===== src/rtl/serial_parity_checker_sat_counter.sv =====
// Saturating up-counter with synchronous clear; clear beats a same-cycle increment.
module sat_counter #(
  parameter int W = 8
) (
  input  logic         clk,
  input  logic         rst,
  input  logic         clr,
  input  logic         inc,
  output logic [W-1:0] count
);

  // Count up on inc, stick at all-ones, drop to zero on reset or clear
  always_ff @(posedge clk) begin
    if (rst || clr) begin
      count <= '0;
    end else if (inc && (count != {W{1'b1}})) begin
      count <= count + 1'b1;
    end
  end

endmodule


===== config.mk =====
export PLATFORM = sky130hd
export DESIGN_NAME = sat_counter
export DESIGN_NICKNAME = d
export VERILOG_FILES = /design/src/rtl/serial_parity_checker_sat_counter.sv
export SDC_FILE = /design/constraint.sdc
export NUM_CORES = 1
export LEC_CHECK = 0
export CAP_MARGIN = 20
export CORE_AREA = 2 2 39 41
export CTS_CLUSTER_DIAMETER = 100
export DETAILED_ROUTE_END_ITERATION = 10
export DIE_AREA = 0 0 41 43
export PLACE_DENSITY = 0.61
export SYNTH_ARGS = -nofsm -noshare
export SYNTH_HDL_FRONTEND = slang
export SYNTH_SLANG_ARGS = --single-unit
export TNS_END_PERCENT = 1

===== constraint.sdc =====
create_clock -name clk -period 1.25 [get_ports clk]
set_input_delay 0.25 -clock clk [delete_from_list [all_inputs] [get_ports clk]]
set_output_delay 0.25 -clock clk [all_outputs]
set_load 0.02 [all_outputs]

# Yosys cells after proc, flatten, opt, wreduce, memory -nomap -nowiden
# Index checks and enable logic that the tools add are counted.
# W data, S select, Z words.
word_totals:
  ff_bits: 8
  in_bits: 4
  out_inout_bits: 8
  word_cells: 5
classes:
  add_sub_neg: 1
  eq_ne: 1
  reduce_logical: 2
ops:
  columns: ["operator", "count"]
  rows:
  - ["$add A8 B1 Y8 const B", 1]
  - ["$ne A8 B8 Y1 const B", 1]
  - ["$logic_and A1 B1 Y1", 1]
  - ["$logic_or A1 B1 Y1", 1]

# Depth between registers and ports, before layout
# Gate-level depths: netlist of run 1.
logic_depth:
  ltp_word: 2
  depth_mapped: 4
  ltp_nobuf: 4

# Least setup slack after synthesis of run 1
# No wires, ideal clock.
synth_timing:
  path_type: "flip-flop to flip-flop"
  from: "register count[0]"
  to: "register count[6]"
  setup_time_ps: 115
  arrival_ps: 1386
  required_time_ps: 1135
  setup_slack_ps: -252
  path_stages_with_launch: 5
  n_path_buf: 0
  cell_sequence: "dfxtp_1 > ha_1 > nand3_1 > or4_1 > and3_1"
synth_via:
  elab_chain_cells: 2
  word_cells_on_any_way: 3
synth_rtl:
  columns: ["element", "line_no", "text"]
  rows:
  - ["start: declaration", "9", "output logic [W-1:0] count"]
  - ["start signal: assignment", "17", "count <= count + 1'b1;"]
  - ["parallel branches: the longest is 2 deep, another holds $add A8 B1 Y8", null, null]
# Several ways; the timed one is not identified.
# A chain may end at the register's enable or synchronous reset.

# Worst setup path in the final report of run 1
# Ends and elaborated chain as after synthesis.

==> results of run 1 <==
-- metal layers --
metal  wire, microns  share of wire (%)
met5               0                  0
met4               8               0.85
met3              77                8.2
met2             462                 49
met1             396                 42
-- cells by family (layout without fill, tap and decap cells) --
| kind of cell | count (synthesis) | count (layout) |
|---|---|---|
| flip-flops | 8 | 8 |
| AO/OA/AOI/OAI | 9 | 9 |
| multiplexers | 4 | 4 |
| AND/OR/NAND/NOR | 24 | 24 |
| buffers and inverters | 2 | 20 |
| adder cells (fa/ha/maj) | 1 | 1 |
-- area by class of cell --
cell class | count | area, sq um | area share, %
timing repair buffer | 15 | 127.6 | 20.16
clock buffer | 4 | 26.28 | 4.150
tap | 16 | 20.02 | 3.162
inverter | 1 | 3.754 | 0.5929
multi-input combinational | 38 | 282.8 | 44.66
sequential | 8 | 172.7 | 27.27
-- cells in the mapped netlist, drive strengths merged --
cell,count
and4,2
ha,1
a21boi,2
nand4,2
mux2i,4
or4,1
or3,3
and2,1
buf,1
nand2,7
a21oi,5
nor2,1
o2111ai,1
inv,1
and3b,2
dfxtp,8
and3,2
nor4,1
o21ai,1
nand3,2
-- power groups by stage --
stage                     combinational (W)  clock [W]  sequential [W]
after global placement            0.0000398          0        0.000264
final                             0.0000392   0.000214        0.000258
after floorplan                   0.0000135          0        0.000266
after global routing              0.0000438   0.000243        0.000258
after CTS                         0.0000380   0.000227        0.000258
after detailed placement          0.0000393          0        0.000263
-- repair_timing --
item	in CTS	in global routing
endpoints found under the setup margin	10	10
pin swaps	0	3
hold endpoints to repair	0	0
gates resized for setup	10	10
-- how the worst max path moves through the flow --
| stage | from | end | cells past startpoint |
|---|---|---|---|
| finish | count[0] | count[6] | 4 |
| CTS | count[1] | count[6] | 4 |
| global placement | inc | count[3] | 4 |
| floorplan | count[1] | count[6] | 4 |
| global route | count[0] | count[6] | 4 |
| detailed placement | inc | count[3] | 4 |
-- worst register-to-register path: stages (launching register included) --
cell     delay [ps]
dfxtp_4         370
ha_4            160
nand3_4          80
or4_1           390
and3_1          170
-- through the flow --
step                cells  hold slack (ps)  utilization (%)  area, sq um
floorplan              48            320.6                -        451.7
global placement       78            477.0            43.85        606.8
detailed placement     78            485.4            43.85        606.8
CTS                    82            492.0            45.12        624.3
global route           82            526.1            45.75        633.1
finish                 82            488.8            45.75        633.1
==> flow_metrics.py, run 1 <==
metrics = {
    "pwr": {
        "leakagePower_nw": 0.2691,
        "comb_power_share_pct": 7.7,
        "p_switching_w": 0.0001135,
        "power.share.switching_pct": 22.20,
        "power.ir.vdd_worst_v": 0.0006175,
        "power_w": 0.0005113,
        "p_int_w": 0.0003978,
        "clockPowerShare_pct": 41.9,
        "power_density_nw_per_um2": 807.7,
        "portion_of_total_power_attributed_to_sequential_cells_pct": 50.5,
    },
    "synth": {
        "mappedNetlistArea_sq_um": 421.7,
        "dominant_combinational_cell_family_by_area_after_synthesis": "simple AND/OR/NAND/NOR gates",
        "synth_top_cells_by_area": "dfxtp_1 (38%), mux2i_1 (9.5%), nand2_1 (6.2%), a21oi_1 (5.9%), and3b_1 (4.2%)",
        "yosys_warnings": 0,
        "yosys.cell_types.count": 23,
        "synthAdderAreaFrac_pct": 2.967,
        "synth_area_leader_cell": "dfxtp_1",
        "syn_nets": 53,
        "yosys.area.top_type_share_pct": 37.98,
        "synth_compound_area_share_pct": 13.65,
        "synth_xor_xnor_area_share_pct": 0,
        "ys_seq_elements": 8,
        "syn-mean-instance-area_sq_um": 8.784,
        "synth.mux.area_fraction_pct": 9.496,
        "synth_seq_area_share_pct": 37.98,
        "syn_inst": 48,
        "synth_simple_gate_area_share_pct": 33.83,
    },
    "clock_network": {
        "cts-root-to-sink-buffers": 2,
        "clockRootBuffer": "clkbuf_4",
        "tritoncts_num_sinks": 8,
        "post-cts-setup-buffer-count": 0,
        "clk_transition_reported_paths_ps": 60,
        "worst_skew_pair.late_latency_ps": 260,
        "cts_made_buffers": 3,
        "postCtsHoldBufs": 0,
        "cts_tree": "done",
        "cts-htree-levels": 1,
    },
    "global_route": {
        "wire_length_of_the_first_global_routing_pass_microns": 1614,
        "global_route.usage.met3_pct": 9.424,
        "overflow": 0,
        "grt_use_met2_pct": 20.63,
        "grtUsageMet1_pct": 15.81,
        "grt_max_degree": 9,
        "grt_busiest_layer": "met2",
        "antenna_found_initial": 0,
        "first_global_vias": 411,
        "globalRouteTotalUtil_pct": 13.97,
    },
    "timing": {
        "final.setup.tns_ps": -23.71,
        "clock-skew-final_ps": 7.094,
        "final_hold_viol_count": 0,
        "achievable-frequency_mhz": 785.1,
        "relSlewSlack_pct": 80.06,
        "worstMarginPinSlew_ps": 298.8,
        "rsz0062_at_grt": "true",
        "timing.final.max_slew_violations": 0,
        "setup_violations": 1,
        "final.setup.worst_slack_ps": -23.71,
        "post-route-period-util_pct": 101.9,
        "period_minus_slack_ps": 1274,
    },
    "detailed_routing": {
        "total_via_count_after_detailed_routing": 423,
        "post_detailed_route_wirelength_per_cell_microns": 11.51,
        "first_iter_violations": 9,
        "vias_per_cell": 5.159,
        "wl_microns": 944,
        "antenna_violating_nets_post_route": 0,
        "drt_drc_violations_left": 0,
        "drt_first_pass_iters": 4,
    },
    "cells_and_area": {
        "layout-area-overhead-vs-synth_pct": 50.15,
        "commonest_non_fill_non_tap_cell_in_the_layout": "nand2_1",
        "largest_register": "count",
        "post_route_cells_drive_above_1_share_pct": 34.85,
        "finalNetCount": 72,
        "largest_registers": "count (8)",
        "mostFrequentLayoutCells": "nand2_1 (7), a21oi_1 (5)",
        "largest_register_ffs": 8,
        "filler_cell_count": 145,
        "diodes": 0,
    },
    "die": {
        "fp.dieH_microns": 43,
        "dieArea_sq_um": 1763,
        "start_util_pct": 30.47,
        "row_cnt": 14,
        "core-area_sq_um": 1384,
        "fp.dieW_microns": 41,
        "ioPinCount": 12,
    },
    "worst_setup_path": {
        "timing.critical_path.max_delay_family": "simple AND/OR/NAND/NOR gates",
        "cp_data_required_time_ps": 1400,
        "crit_chain": "ha_4, nand3_4, or4_1, and3_1",
        "timing.reg2reg.setup_slack_ps": -20,
        "worst-r2r-cell-count": 4,
        "critical_path.startpoint_type": "register",
        "crit-reg2reg-launch": "count[0]",
        "crit_path_max_fanout": 5,
        "slowest_delay_ps": 390,
        "crit-reg2reg-capture": "count[6]",
        "critPathCaptureType": "register",
        "data_arrival_at_the_endpoint_of_the_critical_path_ps": 1420,
        "cp.buffers_inverters": 0,
        "path_class": "register to register",
        "critical_path.slowest_cell": "or4_1",
    },
    "placement": {
        "detailedPlacementHpwl_microns": 730.3,
        "gp_routability_congestion": 0.7863,
        "post-place-ws_ps": -327.8,
        "portBuffers": 11,
    },
    "min_path": {
        "hold_end": "count[4]",
        "worstHoldStart": "count[4]",
        "worst_hold_path_type": "register to register",
        "cell_depth_of_the_worst_hold_path": 2,
    },
    "run_status": {
        "violations": "negative setup slack",
        "outcome": "finished with violations",
    },
    "flow_run": {
        "maxCapViolations": 0,
    },
}
No activity file was read; power rests on OpenSTA's default activity.
==> run 2: changes to the inputs <==
--- a/config.mk
+++ b/config.mk
@@ -10,7 +10,7 @@
 export CTS_CLUSTER_DIAMETER = 100
 export DETAILED_ROUTE_END_ITERATION = 10
 export DIE_AREA = 0 0 41 43
-export PLACE_DENSITY = 0.61
+export PLACE_DENSITY = 0.69
 export SYNTH_ARGS = -nofsm -noshare
 export SYNTH_HDL_FRONTEND = slang
 export SYNTH_SLANG_ARGS = --single-unit
==> run 2 against run 1 <==
The run still ends with negative setup slack left. Sequential share of layout area shrank 0.32 points. Power is 1.4% higher. Hold slack better by 0.76 ps. Combinational power rose by 2%. Final area grew 1.2%. Non-clock buffer count rose by 2. Count of clock-buffer cells in the layout stayed put. Maximum frequency is 0.14% higher. Final cell count grew 2.4%.
==> flow_metrics.py, run 2 (synthesis results as in run 1) <==
metrics = {
    "cells_and_area": {
        "mostFrequentLayoutCells": "nand2_1 (7), buf_4 (6), a21oi_1 (5)",
        "commonest_non_fill_non_tap_cell_in_the_layout": "nand2_1",
        "diodes": 0,
        "multiInputGateArea_sq_um": 277.8,
        "largest_registers": "count (8)",
        "layout-area-overhead-vs-synth_pct": 51.93,
        "filler_cell_count": 131,
        "largest_register_ffs": 8,
        "register_area_sq_um": 172.7,
        "largest_register": "count",
        "finalNetCount": 74,
        "post-route-cell-area_sq_um": 640.6,
        "post_route_cells_drive_above_1_share_pct": 38.24,
    },
    "placement": {
        "portBuffers": 11,
        "post-place-ws_ps": -369.8,
        "gp_routability_congestion": 0.7821,
        "place_area_sq_um": 621.8,
        "detailedPlacementHpwl_microns": 755.8,
    },
    "die": {
        "dieArea_sq_um": 1763,
        "fp.dieH_microns": 43,
        "fp.dieW_microns": 41,
        "ioPinCount": 12,
        "core-area_sq_um": 1384,
        "start_util_pct": 30.47,
        "row_cnt": 14,
    },
    "detailed_routing": {
        "drt_first_pass_iters": 4,
        "drt_drc_violations_left": 0,
        "wl_microns": 1010,
        "total_via_count_after_detailed_routing": 428,
        "first_iter_violations": 4,
        "antenna_violating_nets_post_route": 0,
        "post_detailed_route_wirelength_per_cell_microns": 12.02,
        "vias_per_cell": 5.095,
    },
    "global_route": {
        "globalRouteTotalUtil_pct": 14.07,
        "wire_length_of_the_first_global_routing_pass_microns": 1676,
        "antenna_found_initial": 0,
        "grt_max_degree": 9,
        "first_global_vias": 400,
        "overflow": 0,
    },
    "clock_network": {
        "clk_transition_reported_paths_ps": 50,
        "post-cts-setup-buffer-count": 0,
        "cts_made_buffers": 3,
        "cts-htree-levels": 1,
        "tritoncts_num_sinks": 8,
        "postCtsHoldBufs": 0,
        "worst_skew_pair.late_latency_ps": 260,
        "clockRootBuffer": "clkbuf_4",
        "cts_tree": "done",
        "cts-root-to-sink-buffers": 2,
    },
    "timing": {
        "rsz0062_at_grt": "true",
        "achievable-frequency_mhz": 786.2,
        "relSlewSlack_pct": 77.21,
        "final_hold_viol_count": 0,
        "final.setup.tns_ps": -37.23,
        "clock-skew-final_ps": 12.31,
        "timing.final.max_slew_violations": 0,
        "period_minus_slack_ps": 1272,
        "post-route-period-util_pct": 101.8,
        "final.setup.worst_slack_ps": -21.96,
        "setup_violations": 2,
        "worstMarginPinSlew_ps": 341.5,
    },
    "pwr": {
        "portion_of_total_power_attributed_to_sequential_cells_pct": 49.7,
        "power.share.switching_pct": 23.16,
        "p_int_w": 0.0003986,
        "clockPowerShare_pct": 42.6,
        "p_switching_w": 0.0001201,
        "power.ir.vdd_worst_v": 0.0003072,
        "leakagePower_nw": 0.2692,
        "power_density_nw_per_um2": 809.7,
        "comb_power_share_pct": 7.7,
    },
    "worst_setup_path": {
        "crit_chain": "clkdlybuf4s50_1, nand3_2, or4_1, and3_1",
        "critical_path.slowest_cell": "clkdlybuf4s50_1",
        "path_class": "primary input to register",
        "critPathCaptureType": "register",
        "timing.reg2reg.setup_slack_ps": -20,
        "data_arrival_at_the_endpoint_of_the_critical_path_ps": 1420,
        "slowest_delay_ps": 520,
        "crit_path_max_fanout": 3,
        "critical_path.startpoint_type": "primary input",
        "cp_data_required_time_ps": 1400,
    },
    "flow_run": {
        "maxCapViolations": 0,
    },
    "run_status": {
        "outcome": "finished with violations",
        "violations": "negative setup slack",
    },
    "min_path": {
        "worst_hold_path_type": "register to register",
    },
}
[run 2: worst max-delay path, delay by kind of cell]
kind	cells	cell delay, ps
buffers and inverters	1	520
AND/OR/NAND/NOR	3	660
[run 2: worst paths after layout]
| path | from | end | cells after the start |
|---|---|---|---|
| worst max register to register | count[1] | count[6] | 4 |
| worst min-delay path | count[4] | count[4] | 2 |
| worst max-delay path | inc | count[6] | 4 |
| worst min register to register | count[4] | count[4] | 2 |
[run 2: final cells by class]
type                    instances  area share [%]
well taps                      16           3.125
clock buffers                   4           4.102
inverters                       1          0.5859
multi-input cells              38           43.36
repair buffers                 17           21.87
flip-flops and latches          8           26.95
[run 2: metrics by stage]
step                      total power, W  hold slack (ps)  util, %  instances
after detailed placement       0.0003034            484.7    44.94         80
after floorplan                0.0002794            320.6        -         48
after global placement         0.0003029            477.4    44.94         80
after CTS                      0.0005233            491.6    46.47         84
after global routing           0.0005436            515.1    46.29         84
final                          0.0005187            489.6    46.29         84
[run 2: power groups by stage]
stage	logic [W]	registers, W	clock network [W]
2_1_floorplan	0.0000135	0.000266	0
3_3_place_gp	0.0000394	0.000264	0
3_5_place_dp	0.0000398	0.000264	0
4_1_cts	0.0000386	0.000258	0.000227
5_1_grt	0.0000444	0.000258	0.000241
6_report	0.0000398	0.000258	0.000221
[run 2: what timing repair did]
| action | CTS | global route |
|---|---|---|
| setup endpoints to repair | 10 | 11 |
| gates resized for setup | 11 | 7 |
| pin swaps | 0 | 1 |
[run 2: metal layers]
metal / track usage [%] / wire (microns) / vias to the layer above
li1: - / - / 220
met1: 18.39 / 490 / 192
met2: 20.31 / 458 / 12
met3: 1.571 / 33 / 4
met4: 10.00 / 28 / 0
met5: 0 / 0 / -
==> run 3: changes to the inputs <==
--- a/config.mk
+++ b/config.mk
@@ -11,6 +11,7 @@
 export DETAILED_ROUTE_END_ITERATION = 10
 export DIE_AREA = 0 0 41 43
 export PLACE_DENSITY = 0.69
+export SLEW_MARGIN = 20
 export SYNTH_ARGS = -nofsm -noshare
 export SYNTH_HDL_FRONTEND = slang
 export SYNTH_SLANG_ARGS = --single-unit
==> results of run 3 <==
Same layout as run 2: the final DEF is identical, and so are final timing and power.
